`config.mk`:
```
export PLATFORM = sky130hd
export DESIGN_NAME = adc_unpack
export DESIGN_NICKNAME = d
export VERILOG_FILES = /design/src/rtl/adc_unpack.sv
export SDC_FILE = /design/constraint.sdc
export NUM_CORES = 1
export LEC_CHECK = 0
export CAP_MARGIN = 20
export CORE_AREA = 3 3 127 129
export DETAILED_ROUTE_END_ITERATION = 12
export DIE_AREA = 0 0 130 132
export GPL_TIMING_DRIVEN = 0
export SYNTH_ARGS = -nofsm -noshare
export SYNTH_HDL_FRONTEND = slang
export SYNTH_SLANG_ARGS = --single-unit
```
`constraint.sdc`:
```
create_clock -name clk -period 4.5 [get_ports clk]
set_input_delay 1.125 -clock clk [delete_from_list [all_inputs] [get_ports clk]]
set_output_delay 1.125 -clock clk [all_outputs]
set_load 0.01 [all_outputs]
```
`src/rtl/adc_unpack.sv`:
```
// adc_unpack: fetches 32-bit packed peak-sample words from the capture FIFO
// and replays them as a ready/valid stream of 8-bit samples with a 0-based
// index within the frame. Byte 0 ([7:0]) of each word is the oldest sample.
// A frame is started by i_sync; i_sync beats i_abort, which beats normal flow.
// One FIFO word is in flight at most; there is no prefetch of the next word.

module adc_unpack #(
  parameter int unsigned LEN_W = 12
) (
  input  logic             clk,
  input  logic             rst_n,
  input  logic             i_sync,
  input  logic [LEN_W-1:0] i_frame_len,
  input  logic             i_abort,
  input  logic             i_empty,
  output logic             o_rd_req,
  input  logic [31:0]      i_rd_data,
  input  logic             i_rd_vld,
  output logic [7:0]       o_sample,
  output logic [LEN_W-1:0] o_sample_idx,
  output logic             o_sample_vld,
  input  logic             i_sample_rdy,
  output logic             o_busy,
  output logic             o_done
);

  typedef enum logic [2:0] {
    ST_IDLE   = 3'd0,
    ST_FETCH  = 3'd1,
    ST_WAIT   = 3'd2,
    ST_UNPACK = 3'd3,
    ST_DONE   = 3'd4
  } state_e;

  state_e           state_q, state_d;
  logic [LEN_W-1:0] len_q, len_d;
  logic [LEN_W-1:0] cnt_q, cnt_d;
  logic [1:0]       ptr_q, ptr_d;
  logic [31:0]      word_q, word_d;
  logic [7:0]       sample_q, sample_d;
  logic [LEN_W-1:0] idx_q, idx_d;
  logic             vld_q, vld_d;
  logic             rd_req_q, rd_req_d;
  logic             busy_q, busy_d;
  logic             done_q, done_d;
  logic [LEN_W-1:0] cnt_inc;

  // Select one byte lane of the held word; lane 0 is the earliest sample.
  function automatic logic [7:0] pick_byte(input logic [31:0] w, input logic [1:0] p);
    logic [7:0] b;
    case (p)
      2'd0:    b = w[7:0];
      2'd1:    b = w[15:8];
      2'd2:    b = w[23:16];
      default: b = w[31:24];
    endcase
    return b;
  endfunction

  assign cnt_inc = cnt_q + {{(LEN_W-1){1'b0}}, 1'b1};

  // Next-state and next-output decode; sync and abort override every state.
  always_comb begin
    state_d  = state_q;
    len_d    = len_q;
    cnt_d    = cnt_q;
    ptr_d    = ptr_q;
    word_d   = word_q;
    sample_d = sample_q;
    idx_d    = idx_q;
    vld_d    = vld_q;
    rd_req_d = 1'b0;
    done_d   = 1'b0;
    if (i_sync) begin
      len_d    = i_frame_len;
      cnt_d    = {LEN_W{1'b0}};
      ptr_d    = 2'd0;
      word_d   = 32'd0;
      sample_d = 8'd0;
      idx_d    = {LEN_W{1'b0}};
      vld_d    = 1'b0;
      if (i_frame_len == {LEN_W{1'b0}}) begin
        state_d = ST_DONE;
        done_d  = 1'b1;
      end else begin
        state_d = ST_FETCH;
      end
    end else if (i_abort) begin
      state_d = ST_IDLE;
      vld_d   = 1'b0;
    end else begin
      case (state_q)
        ST_IDLE: begin
          state_d = ST_IDLE;
        end
        ST_FETCH: begin
          if (!i_empty) begin
            rd_req_d = 1'b1;
            state_d  = ST_WAIT;
          end else begin
            state_d = ST_FETCH;
          end
        end
        ST_WAIT: begin
          if (i_rd_vld) begin
            word_d   = i_rd_data;
            ptr_d    = 2'd0;
            sample_d = i_rd_data[7:0];
            idx_d    = cnt_q;
            vld_d    = 1'b1;
            state_d  = ST_UNPACK;
          end else begin
            state_d = ST_WAIT;
          end
        end
        ST_UNPACK: begin
          if (vld_q && i_sample_rdy) begin
            cnt_d = cnt_inc;
            ptr_d = ptr_q + 2'd1;
            if (cnt_inc == len_q) begin
              // Last sample of the frame; leftover bytes in the word are dropped.
              vld_d   = 1'b0;
              done_d  = 1'b1;
              state_d = ST_DONE;
            end else if (ptr_q == 2'd3) begin
              vld_d   = 1'b0;
              state_d = ST_FETCH;
            end else begin
              sample_d = pick_byte(word_q, ptr_q + 2'd1);
              idx_d    = cnt_inc;
              state_d  = ST_UNPACK;
            end
          end else begin
            state_d = ST_UNPACK;
          end
        end
        ST_DONE: begin
          vld_d   = 1'b0;
          state_d = ST_IDLE;
        end
        default: begin
          vld_d   = 1'b0;
          state_d = ST_IDLE;
        end
      endcase
    end
    busy_d = (state_d != ST_IDLE);
  end

  // State, datapath and output registers.
  always_ff @(posedge clk or negedge rst_n) begin
    if (!rst_n) begin
      state_q  <= ST_IDLE;
      len_q    <= {LEN_W{1'b0}};
      cnt_q    <= {LEN_W{1'b0}};
      ptr_q    <= 2'd0;
      word_q   <= 32'd0;
      sample_q <= 8'd0;
      idx_q    <= {LEN_W{1'b0}};
      vld_q    <= 1'b0;
      rd_req_q <= 1'b0;
      busy_q   <= 1'b0;
      done_q   <= 1'b0;
    end else begin
      state_q  <= state_d;
      len_q    <= len_d;
      cnt_q    <= cnt_d;
      ptr_q    <= ptr_d;
      word_q   <= word_d;
      sample_q <= sample_d;
      idx_q    <= idx_d;
      vld_q    <= vld_d;
      rd_req_q <= rd_req_d;
      busy_q   <= busy_d;
      done_q   <= done_d;
    end
  end

  assign o_rd_req     = rd_req_q;
  assign o_sample     = sample_q;
  assign o_sample_idx = idx_q;
  assign o_sample_vld = vld_q;
  assign o_busy       = busy_q;
  assign o_done       = done_q;

endmodule

```
==> results of run 1 <==
==> power by group through the flow <==
stage	clock network, mW	registers, mW	logic (mW)
floorplan	0	0.818	0.0849
global placement	0	0.821	0.185
detailed placement	0	0.821	0.193
CTS	0.753	0.807	0.194
global route	0.791	0.810	0.209
finish	0.739	0.807	0.191
==> state kept, by name (all words and copies together) (netlist names) <==
register      count
cnt_q            12
len_q            12
o_busy            1
o_done            1
o_rd_req          1
o_sample          8
o_sample_idx     12
o_sample_vld      1
ptr_q             2
state_q           3
word_q           32
==> area by class of cell <==
cell class / instances / area [µm²]
Fill cell: 1500 / 9350
Multi-Input combinational cell: 327 / 2130
Sequential cell: 85 / 2130
Timing Repair Buffer: 75 / 766
Clock buffer: 12 / 246
Tap cell: 188 / 235
Buffer: 33 / 214
Clock inverter: 4 / 47.5
Inverter: 8 / 30.0
==> synthesized netlist by cell type, types with 5 or more instances <==
cell type	n
nand2_1	88
dfrtp_1	85
a21oi_1	45
xnor2_1	21
clkbuf_1	18
o21ai_0	18
nor2_1	17
and3_1	14
mux2_2	12
nand3_1	10
o2bb2ai_1	10
a222oi_1	8
inv_1	8
xor2_1	8
a221o_2	7
nor3_1	7
or3_1	6
clkbuf_8	5
ha_1	5
==> worst max-delay path, delay by kind of cell, from the launching register on <==
family / cells / cell delay (ns)
fa+ha+maj: 1 / 0.19
xor+xnor: 1 / 0.24
buf+inv: 2 / 0.41
simple gates: 3 / 0.73
compound gates: 3 / 0.88
flops: 1 / 0.49
==> metal layers <==
layer / track usage / vias to the layer above
met5: 0 / -
met4: 0.0635 / 0
met3: 0.0263 / 19
met2: 0.229 / 87
met1: 0.212 / 1811
li1: - / 1789
==> worst paths after layout <==
path | end | cells past startpoint | slack (ns) | from
worst max-delay path | o_sample_idx[5]$_DFFE_PN0P_ | 10 | 1.45 | cnt_q[1]$_DFFE_PN0P_
worst min-delay path | o_sample_idx[3]$_DFFE_PN0P_ | 1 | 0.49 | o_sample_idx[3]$_DFFE_PN0P_
worst max register to register | o_sample_idx[5]$_DFFE_PN0P_ | 10 | 1.45 | cnt_q[1]$_DFFE_PN0P_
worst min register to register | o_sample_idx[3]$_DFFE_PN0P_ | 1 | 0.49 | o_sample_idx[3]$_DFFE_PN0P_
max in group asynchronous | word_q[18]$_DFFE_PN0P_ | 2 | 3.16 | rst_n
min in group asynchronous | o_sample_idx[8]$_DFFE_PN0P_ | 1 | 0.71 | rst_n
==> cell usage in the layout (no fill, tap or decap), types with 4 or more instances in the layout <==
cell type and instances:
clkbuf_8 6, a21oi_1 45, xnor2_1 21, o21ai_0 18
nand3_1 10, a221o_2 7, nand2_1 88, or3_1 6
nor3_1 7, and3_1 14, inv_1 8, mux2_2 12
nor2_1 17, clkbuf_16 9, o2bb2ai_1 10, buf_2 4
clkbuf_1 20, xor2_1 8, clkdlybuf4s50_1 73, a222oi_1 8
dfrtp_1 85, ha_1 5
==> cell families (layout without fill, tap and decap cells) <==
group                    count (synthesis)  in the layout  synth area share
XOR/XNOR                                29             29            0.0564
adder cells (fa/ha/maj)                  5              5            0.0139
AND/OR/NAND/NOR                        169            169             0.191
AO/OA/AOI/OAI                          109            109             0.176
flip-flops                              85             85             0.472
multiplexers                            15             15            0.0367
buffers and inverters                   41            132            0.0542
==> reports/metrics.yaml, run 1 <==
outcome:
  status: "finished, final reports clean"
die:
  ios: 75
  die_h_um: 132
  die_w_um: 130
  dieArea_um2: 17200
  core_um2: 15100
  rows: 45
  start_util: 0.297
cts:
  cts_repair_resize_count: 0
  htree_levels: 3
  clock-sinks: 85
  post_cts_buffers: 0
  clk_pin_slew_worst_paths_ns: 0.06
  cts_root_buf: "clkbuf_16"
  cts_tree: "done"
  cts_buffer_depth: 2
  cts_hold_buffers: 0
  cts_buffers: 9
  clk_latency_ns: 0.34
timing:
  setup_tns_ns: 0
  max_freq_mhz: 328
  skew_ns: 0.00997
  rsz0062_at_grt: "false"
  fin_crit_ns: 3.05
  slew_headroom: 0.360
  slew_viol_final: 0
  fin_ws_ns: 1.45
  finalCritPeriodShare: 0.678
  finalSetupViolCount: 0
  worstMarginPinSlew_ns: 0.952
  hold_viol_final: 0
  whs_ns: 0.488
worst_setup_path:
  critPathSlowestCell: "o31ai_4"
  cp-end-kind: "flop"
  start_kind: "flop"
  worstPathMaxFanout: 10
  critical-path-max-stage-delay_ns: 0.56
  path_cells: "ha_1, buf_2, and2_1, nand4_1, xnor2_1, nor4_4, a31oi_4, o31ai_4, buf_6, o2bb2ai_1"
  path_class: "flop to flop"
  critical_path_required_ns: 4.76
  arrival_ns: 3.31
place:
  portBuffers: 74
  dp.cells: 716
  gp_congestion: 0.863
  place_area_um2: 5510
  hpwl_um: 9300
  dp_slack_ns: 1.23
detailed_routing:
  dr.max_layer_used: "met4"
  drt-initial-drc-count: 280
  routedWlPerCell_um: 16.9
  drc: 0
  vias: 3706
  drtPass1Iterations: 7
  routed-wl-met2_um: 5810
  route.antenna.remaining_nets: 0
  route.met3.wl_um: 519
  wirelength_um: 12400
  met1_length_um: 5710
  via_per_inst: 5.06
synthesis:
  syn_nets: 509
  synth_edf_count: 0
  netlist_instances: 453
  yosysWarnings: 0
  synth_cell_types: 60
  synth_area_leaders: "dfrtp_1, nand2_1, a21oi_1"
  yosysSeqAreaShare: 0.472
  synth.avg_cell_area_um2: 9.95
  ys.flop_type: "dfrtp_1"
  netlist_area_um2: 4510
  async_flop_share: 1.00
  ys_seq_elements: 85
  synth_top_area_frac: 0.472
  yosys.area.top_type: "dfrtp_1"
grt:
  grt_pass1_vias: 3873
  grt_pass1_wl_um: 20400
  antenna_found_initial: 0
  grt_overflow: 0
  grt_max_degree: 58
  track_usage: 0.151
power_and_ir_drop:
  power_frac_clock: 0.426
  p_leak_nw: 2.31
  ir_worst_vdd_uv: 172
  switching_power_mw: 0.407
  p_int_mw: 1.33
  p_per_area_nw_per_um2: 300
  p_comb_frac: 0.110
  pwr-share-seq: 0.464
  power_mw: 1.74
  power.share.switching: 0.234
cells_and_area:
  drive_gt1_frac: 0.127
  fin_cells: 732
  nets: 595
  syn_to_final_growth_pct: 28.7
  design_area_um2: 5800
  final_core_util: 0.383
  diodes: 0
worst_hold_path:
  hold_class: "flop to flop"
run:
  max-cap-violations: 0
Note: power is estimated with default switching activity, not from simulation.
==> run 2, diff against run 1 <==
clock period = 2.8 ns   (was 4.5 ns; I/O delays follow)
==> run 2 against run 1 <==
Compared with the run above:
- cell count up 0.55%
- worst setup slack worse by 1.3 ns
- critical path depth down 2
- critical path type unchanged
- largest cell class unchanged
- largest power group unchanged
==> reports/metrics.yaml, run 2 (synthesis gave the netlist of run 1 again) <==
cells_and_area:
  final_common_cell: "nand2_1"
  final_cell_mix: "nand2_1, dfrtp_1, clkdlybuf4s50_1, a21oi_1"
  fin_cells: 736  # +0.55%
  fill_cells: 1480  # -1.3%
  final_core_util: 0.388  # +0.00545
  multi_input_area_um2: 2160  # +1.3%
  diodes: 0  # unchanged
  seq_area_um2: 2130  # about the same
  regMostFlops: "word_q"
  largest_reg_flops: 32  # unchanged
  drive_gt1_frac: 0.142  # +0.0155
  syn_to_final_growth_pct: 30.6
  nets: 599  # +0.67%
power_and_ir_drop:
  switching_power_mw: 0.662  # +63%
  power_frac_clock: 0.426  # about the same
  power.share.switching: 0.236  # +0.00172
  pwr-share-seq: 0.462  # -0.002
  p_comb_frac: 0.112  # +0.002
  p_per_area_nw_per_um2: 477  # +59%
  p_int_mw: 2.14  # +61%
  p_leak_nw: 2.33  # +0.94%
  ir_worst_vdd_uv: 276  # +60%
run:
  max-cap-violations: 0  # unchanged
worst_setup_path:
  critical_path_required_ns: 3.07  # -1.69 ns
  worstPathMaxFanout: 9  # -1
  crit_family: "compound AO/OA/AOI/OAI gates"
  cp-end-kind: "flop"
  critPathLaunch: "cnt_q[1]$_DFFE_PN0P_"
  critPathSlowestCell: "or4b_1"
  start_kind: "flop"
  path_class: "flop to flop"
  r2r-start: "cnt_q[1]$_DFFE_PN0P_"
  critical-path-max-stage-delay_ns: 0.50  # -0.06 ns
  cp.buffers_inverters: 1  # -1
  arrival_ns: 2.96  # -0.35 ns
  path_cells: "ha_4, and2b_2, o311a_2, a2111oi_4, a31oi_4, buf_4, or4b_1, nand3_1"
die:
  start_util: 0.297  # unchanged
  dieArea_um2: 17200  # unchanged
  core_um2: 15100  # unchanged
  die_h_um: 132  # unchanged
  rows: 45  # unchanged
  die_w_um: 130  # unchanged
  ios: 75  # unchanged
grt:
  grt_pass1_vias: 3887  # +0.36%
  grt_overflow: 0  # unchanged
  antenna_found_initial: 0  # unchanged
  track_usage: 0.151  # +0.000251
  grt_max_degree: 58  # unchanged
  grt_pass1_wl_um: 20400  # +0.13%
place:
  hpwl_um: 9300  # unchanged
  dp_slack_ns: -0.220  # -1.45 ns
  gp_congestion: 0.863  # unchanged
  dp.cells: 716  # unchanged
  portBuffers: 74  # unchanged
detailed_routing:
  route.antenna.remaining_nets: 0  # unchanged
  vias: 3745  # +1.1%
  via_per_inst: 5.09  # +0.50%
  wirelength_um: 12500  # +1.2%
  drtPass1Iterations: 8  # +1
  drt-initial-drc-count: 251  # -10%
  routedWlPerCell_um: 17.0  # +0.66%
  drc: 0  # unchanged
outcome:
  status: "finished, final reports clean"
cts:
  clk_latency_ns: 0.34  # about the same
  htree_levels: 3  # unchanged
  cts_buffers: 9  # unchanged
  cts_hold_buffers: 0  # unchanged
  cts_root_buf: "clkbuf_16"
  cts_buffer_depth: 2  # unchanged
  cts_tree: "done"
  clk_pin_slew_worst_paths_ns: 0.06  # about the same
  clock-sinks: 85  # unchanged
timing:
  max_freq_mhz: 373  # +14%
  finalCritPeriodShare: 0.958  # +0.280
  fin_ws_ns: 0.118  # -1.33 ns
  rsz0062_at_grt: "false"
  hold_viol_final: 0  # unchanged
  slew_viol_final: 0  # unchanged
  setup_tns_ns: 0  # unchanged
  whs_ns: 0.289  # -0.199 ns
  skew_ns: 0.00845  # -0.00152 ns
  fin_crit_ns: 2.68  # -0.368 ns
  slew_headroom: 0.403  # +0.0432
  worstMarginPinSlew_ns: 0.888  # -0.0642 ns
  finalSetupViolCount: 0  # unchanged
worst_hold_path:
  hold_class: "primary input to async pin"
run 2: per-layer routing:
layer  routed length, µm  vias up  track usage  share of wire
li1                    -     1795            -              -
met3                 485       20       0.0276          0.039
met2                5870       82        0.231           0.47
met4                 334        0       0.0629          0.027
met1                5810     1848        0.210           0.47
met5                   0        -            0              0
run 2: worst paths after layout:
| path | endpoint | slack (ns) | cells past startpoint |
|---|---|---|---|
| min in group clk | o_sample_idx[3]$_DFFE_PN0P_ | 0.49 | 1 |
| max | o_sample_idx[0]$_DFFE_PN0P_ | 0.12 | 8 |
| max reg2reg | o_sample_idx[0]$_DFFE_PN0P_ | 0.12 | 8 |
| min reg2reg | o_sample_idx[3]$_DFFE_PN0P_ | 0.49 | 1 |
| max in group asynchronous | word_q[27]$_DFFE_PN0P_ | 1.88 | 2 |
| min | o_sample_idx[8]$_DFFE_PN0P_ | 0.29 | 1 |
run 2: through the flow:
step	instance area (µm²)	power, mW
after detailed placement	5510	1.63
after global routing	5880	2.91
after CTS	5840	2.82
after global placement	5480	1.62
after floorplan	4510	1.45
final	5880	2.80
run 2: power by group through the flow:
stage	Combinational, mW	Clock, mW	Sequential [mW]
2_1_floorplan	0.136	0	1.31
3_3_place_gp	0.298	0	1.32
3_5_place_dp	0.311	0	1.32
4_1_cts	0.315	1.21	1.30
5_1_grt	0.341	1.27	1.30
6_report	0.313	1.19	1.30
run 2: layout make-up:
| class | count | share of cell area |
|---|---|---|
| buffer | 31 | 0.0357 |
| sequential | 85 | 0.362 |
| tap | 188 | 0.0400 |
| clock inverter | 4 | 0.00808 |
| multi-input combinational | 327 | 0.368 |
| clock buffer | 12 | 0.0419 |
| inverter | 8 | 0.00510 |
| timing repair buffer | 81 | 0.140 |
run 2: worst register-to-register path: stages, from the launching register on:
cell and delay [ns]:
dfrtp_2 0.45, ha_4 0.21, and2b_2 0.20, o311a_2 0.40
a2111oi_4 0.40, a31oi_4 0.18, buf_4 0.17, or4b_1 0.50
nand3_1 0.10
run 2: what timing repair did:
action                                 CTS  global route
setup endpoints to repair               20            21
endpoints found under the hold margin    0             0
pin swaps                                2             4
buffers inserted                         3             3
gates resized for setup                  1            10
==> run 3, diff against run 2 <==
GPL_TIMING_DRIVEN = not set   (was 0)
PLACE_DENSITY = 0.48   (was not set)
==> run 3 against run 2 <==
Compared with the run above:
- worst setup slack gained 0.042 ns
- clock skew is essentially flat
- sequential power is essentially flat
- clock-buffer cell count grew 1
- final area shrank 2.7%
- highest routed layer unchanged
==> reports/metrics.yaml, run 3 (synthesis gave the netlist of run 1 again) <==
grt:
  grt_overflow: 0  # unchanged
  grt_pass1_vias: 3597  # -7.5%
  grt_max_degree: 56  # -3.4%
  track_usage: 0.145  # -0.00611
  grt_pass1_wl_um: 19700  # -3.8%
  antenna_found_initial: 0  # unchanged
timing:
  rsz0062_at_grt: "false"
  max_freq_mhz: 379  # +1.6%
  slew_headroom: 0.610  # +0.207
  fin_ws_ns: 0.159  # +0.0416 ns
  fin_crit_ns: 2.64  # -0.0416 ns
  finalSetupViolCount: 0  # unchanged
  setup_tns_ns: 0  # unchanged
  worstMarginPinSlew_ns: 0.584  # -0.304 ns
  finalCritPeriodShare: 0.943  # -0.0148
  skew_ns: 0.00879  # +0.000342 ns
  slew_viol_final: 0  # unchanged
  hold_viol_final: 0  # unchanged
cts:
  cts_buffers: 9  # unchanged
  clk_pin_slew_worst_paths_ns: 0.06  # about the same
  post_cts_buffers: 0  # -3
  cts_root_buf: "clkbuf_16"
  cts_repair_resize_count: 0  # -1
  cts_tree: "done"
  clk_latency_ns: 0.33  # about the same
  cts_buffer_depth: 2  # unchanged
  cts_hold_buffers: 0  # unchanged
  htree_levels: 3  # unchanged
  clock-sinks: 85  # unchanged
power_and_ir_drop:
  p_leak_nw: 2.29  # -1.9%
  switching_power_mw: 0.637  # -3.8%
  power_mw: 2.81  # +0.39%
  power_frac_clock: 0.432  # +0.006
  p_comb_frac: 0.106  # -0.006
  p_int_mw: 2.18  # +1.7%
  pwr-share-seq: 0.462  # about the same
  power.share.switching: 0.226  # -0.00980
  p_per_area_nw_per_um2: 492  # +3.2%
  ir_worst_vdd_uv: 265  # -4.1%
die:
  start_util: 0.297  # unchanged
  die_h_um: 132  # unchanged
  die_w_um: 130  # unchanged
  rows: 45  # unchanged
  ios: 75  # unchanged
  dieArea_um2: 17200  # unchanged
  core_um2: 15100  # unchanged
worst_hold_path:
  hold_class: "primary input to async pin"
place:
  portBuffers: 74  # unchanged
  hpwl_um: 8850  # -4.9%
  gp_congestion: 0.809  # -6.3%
  dp_slack_ns: 0.130  # +0.350 ns
  dp.cells: 699  # -2.4%
detailed_routing:
  route.antenna.remaining_nets: 0  # unchanged
  vias: 3604  # -3.8%
  via_per_inst: 5.05  # -0.66%
  routedWlPerCell_um: 16.7  # -1.5%
  wirelength_um: 11900  # -4.6%
  drtPass1Iterations: 7  # -1
  drc: 0  # unchanged
  drt-initial-drc-count: 264  # +5.2%
cells_and_area:
  largest_reg_flops: 32  # unchanged
  nets: 578  # -3.5%
  fill_cells: 1477  # -0.20%
  drive_gt1_frac: 0.139  # -0.00329
  final_cell_mix: "nand2_1, dfrtp_1, clkdlybuf4s50_1, a21oi_1, xnor2_1"
  syn_to_final_growth_pct: 27.1
  regMostFlops: "word_q"
  diodes: 0  # unchanged
  final_common_cell: "nand2_1"
  fin_cells: 713  # -3.1%
  seq_area_um2: 2130  # unchanged
  final_core_util: 0.378  # -0.0104
  multi_input_area_um2: 2150  # -0.75%
worst_setup_path:
  critical-path-max-stage-delay_ns: 0.52  # +0.02 ns
  arrival_ns: 2.84  # -0.12 ns
  critical_path_required_ns: 3.00  # -0.07 ns
  worstPathMaxFanout: 6  # -3
  critPathLaunch: "cnt_q[9]$_DFFE_PN0P_"
  critPathSlowestCell: "or4b_1"
  path_class: "flop to flop"
  r2r-start: "cnt_q[9]$_DFFE_PN0P_"
  path_cells: "xnor2_1, o311ai_0, a21boi_2, a2111oi_4, and3_2, o31ai_1, or4b_1"
  start_kind: "flop"
  cp-end-kind: "flop"
run:
  max-cap-violations: 0  # unchanged
outcome:
  status: "finished, final reports clean"
-- run 3: final timing paths --
kind | end | slack [ns] | cells past startpoint
setup / recovery | o_busy$_DFF_PN0_ | 0.16 | 7
hold / removal | o_sample_idx[6]$_DFFE_PN0P_ | 0.30 | 1
setup reg to reg | o_busy$_DFF_PN0_ | 0.16 | 7
hold reg to reg | o_sample_idx[8]$_DFFE_PN0P_ | 0.50 | 1
max in group asynchronous | cnt_q[0]$_DFFE_PN0P_ | 1.86 | 2
min in group clk | o_sample_idx[8]$_DFFE_PN0P_ | 0.50 | 1
-- run 3: metrics by stage --
step	hold WS, ns	cell area (µm²)
finish	0.301	5730
global route	0.326	5730
CTS	0.307	5710
detailed placement	0.481	5410
global placement	0.492	5410
floorplan	0.404	4510
-- run 3: power by group through the flow --
| stage | Combinational [mW] | Clock (mW) | Sequential [mW] |
|---|---|---|---|
| detailed placement | 0.303 | 0 | 1.32 |
| global placement | 0.299 | 0 | 1.32 |
| global route | 0.328 | 1.30 | 1.30 |
| CTS | 0.303 | 1.25 | 1.30 |
| floorplan | 0.136 | 0 | 1.31 |
| finish | 0.298 | 1.22 | 1.30 |
-- run 3: worst max-delay path: cells and delay by family, from the launching register on --
family	cells	cell delay, ns
AO/OA/AOI/OAI	4	0.92
XOR/XNOR	1	0.33
flip-flops	1	0.45
AND/OR/NAND/NOR	2	0.81
-- run 3: metal layers --
metal / GRT usage / share of wire / vias to the layer above
met3: 0.0259 / 0.048 / 11
met2: 0.211 / 0.45 / 85
met5: 0 / 0 / -
met1: 0.221 / 0.49 / 1761
met4: 0.0381 / 0.012 / 0
li1: - / - / 1747
-- run 3: layout make-up --
type | count | share of cell area
timing repair buffer | 91 | 0.155
tap | 188 | 0.0411
sequential | 85 | 0.372
inverter | 8 | 0.00524
clock inverter | 1 | 0.00524
clock buffer | 13 | 0.0472
multi-input combinational | 327 | 0.375
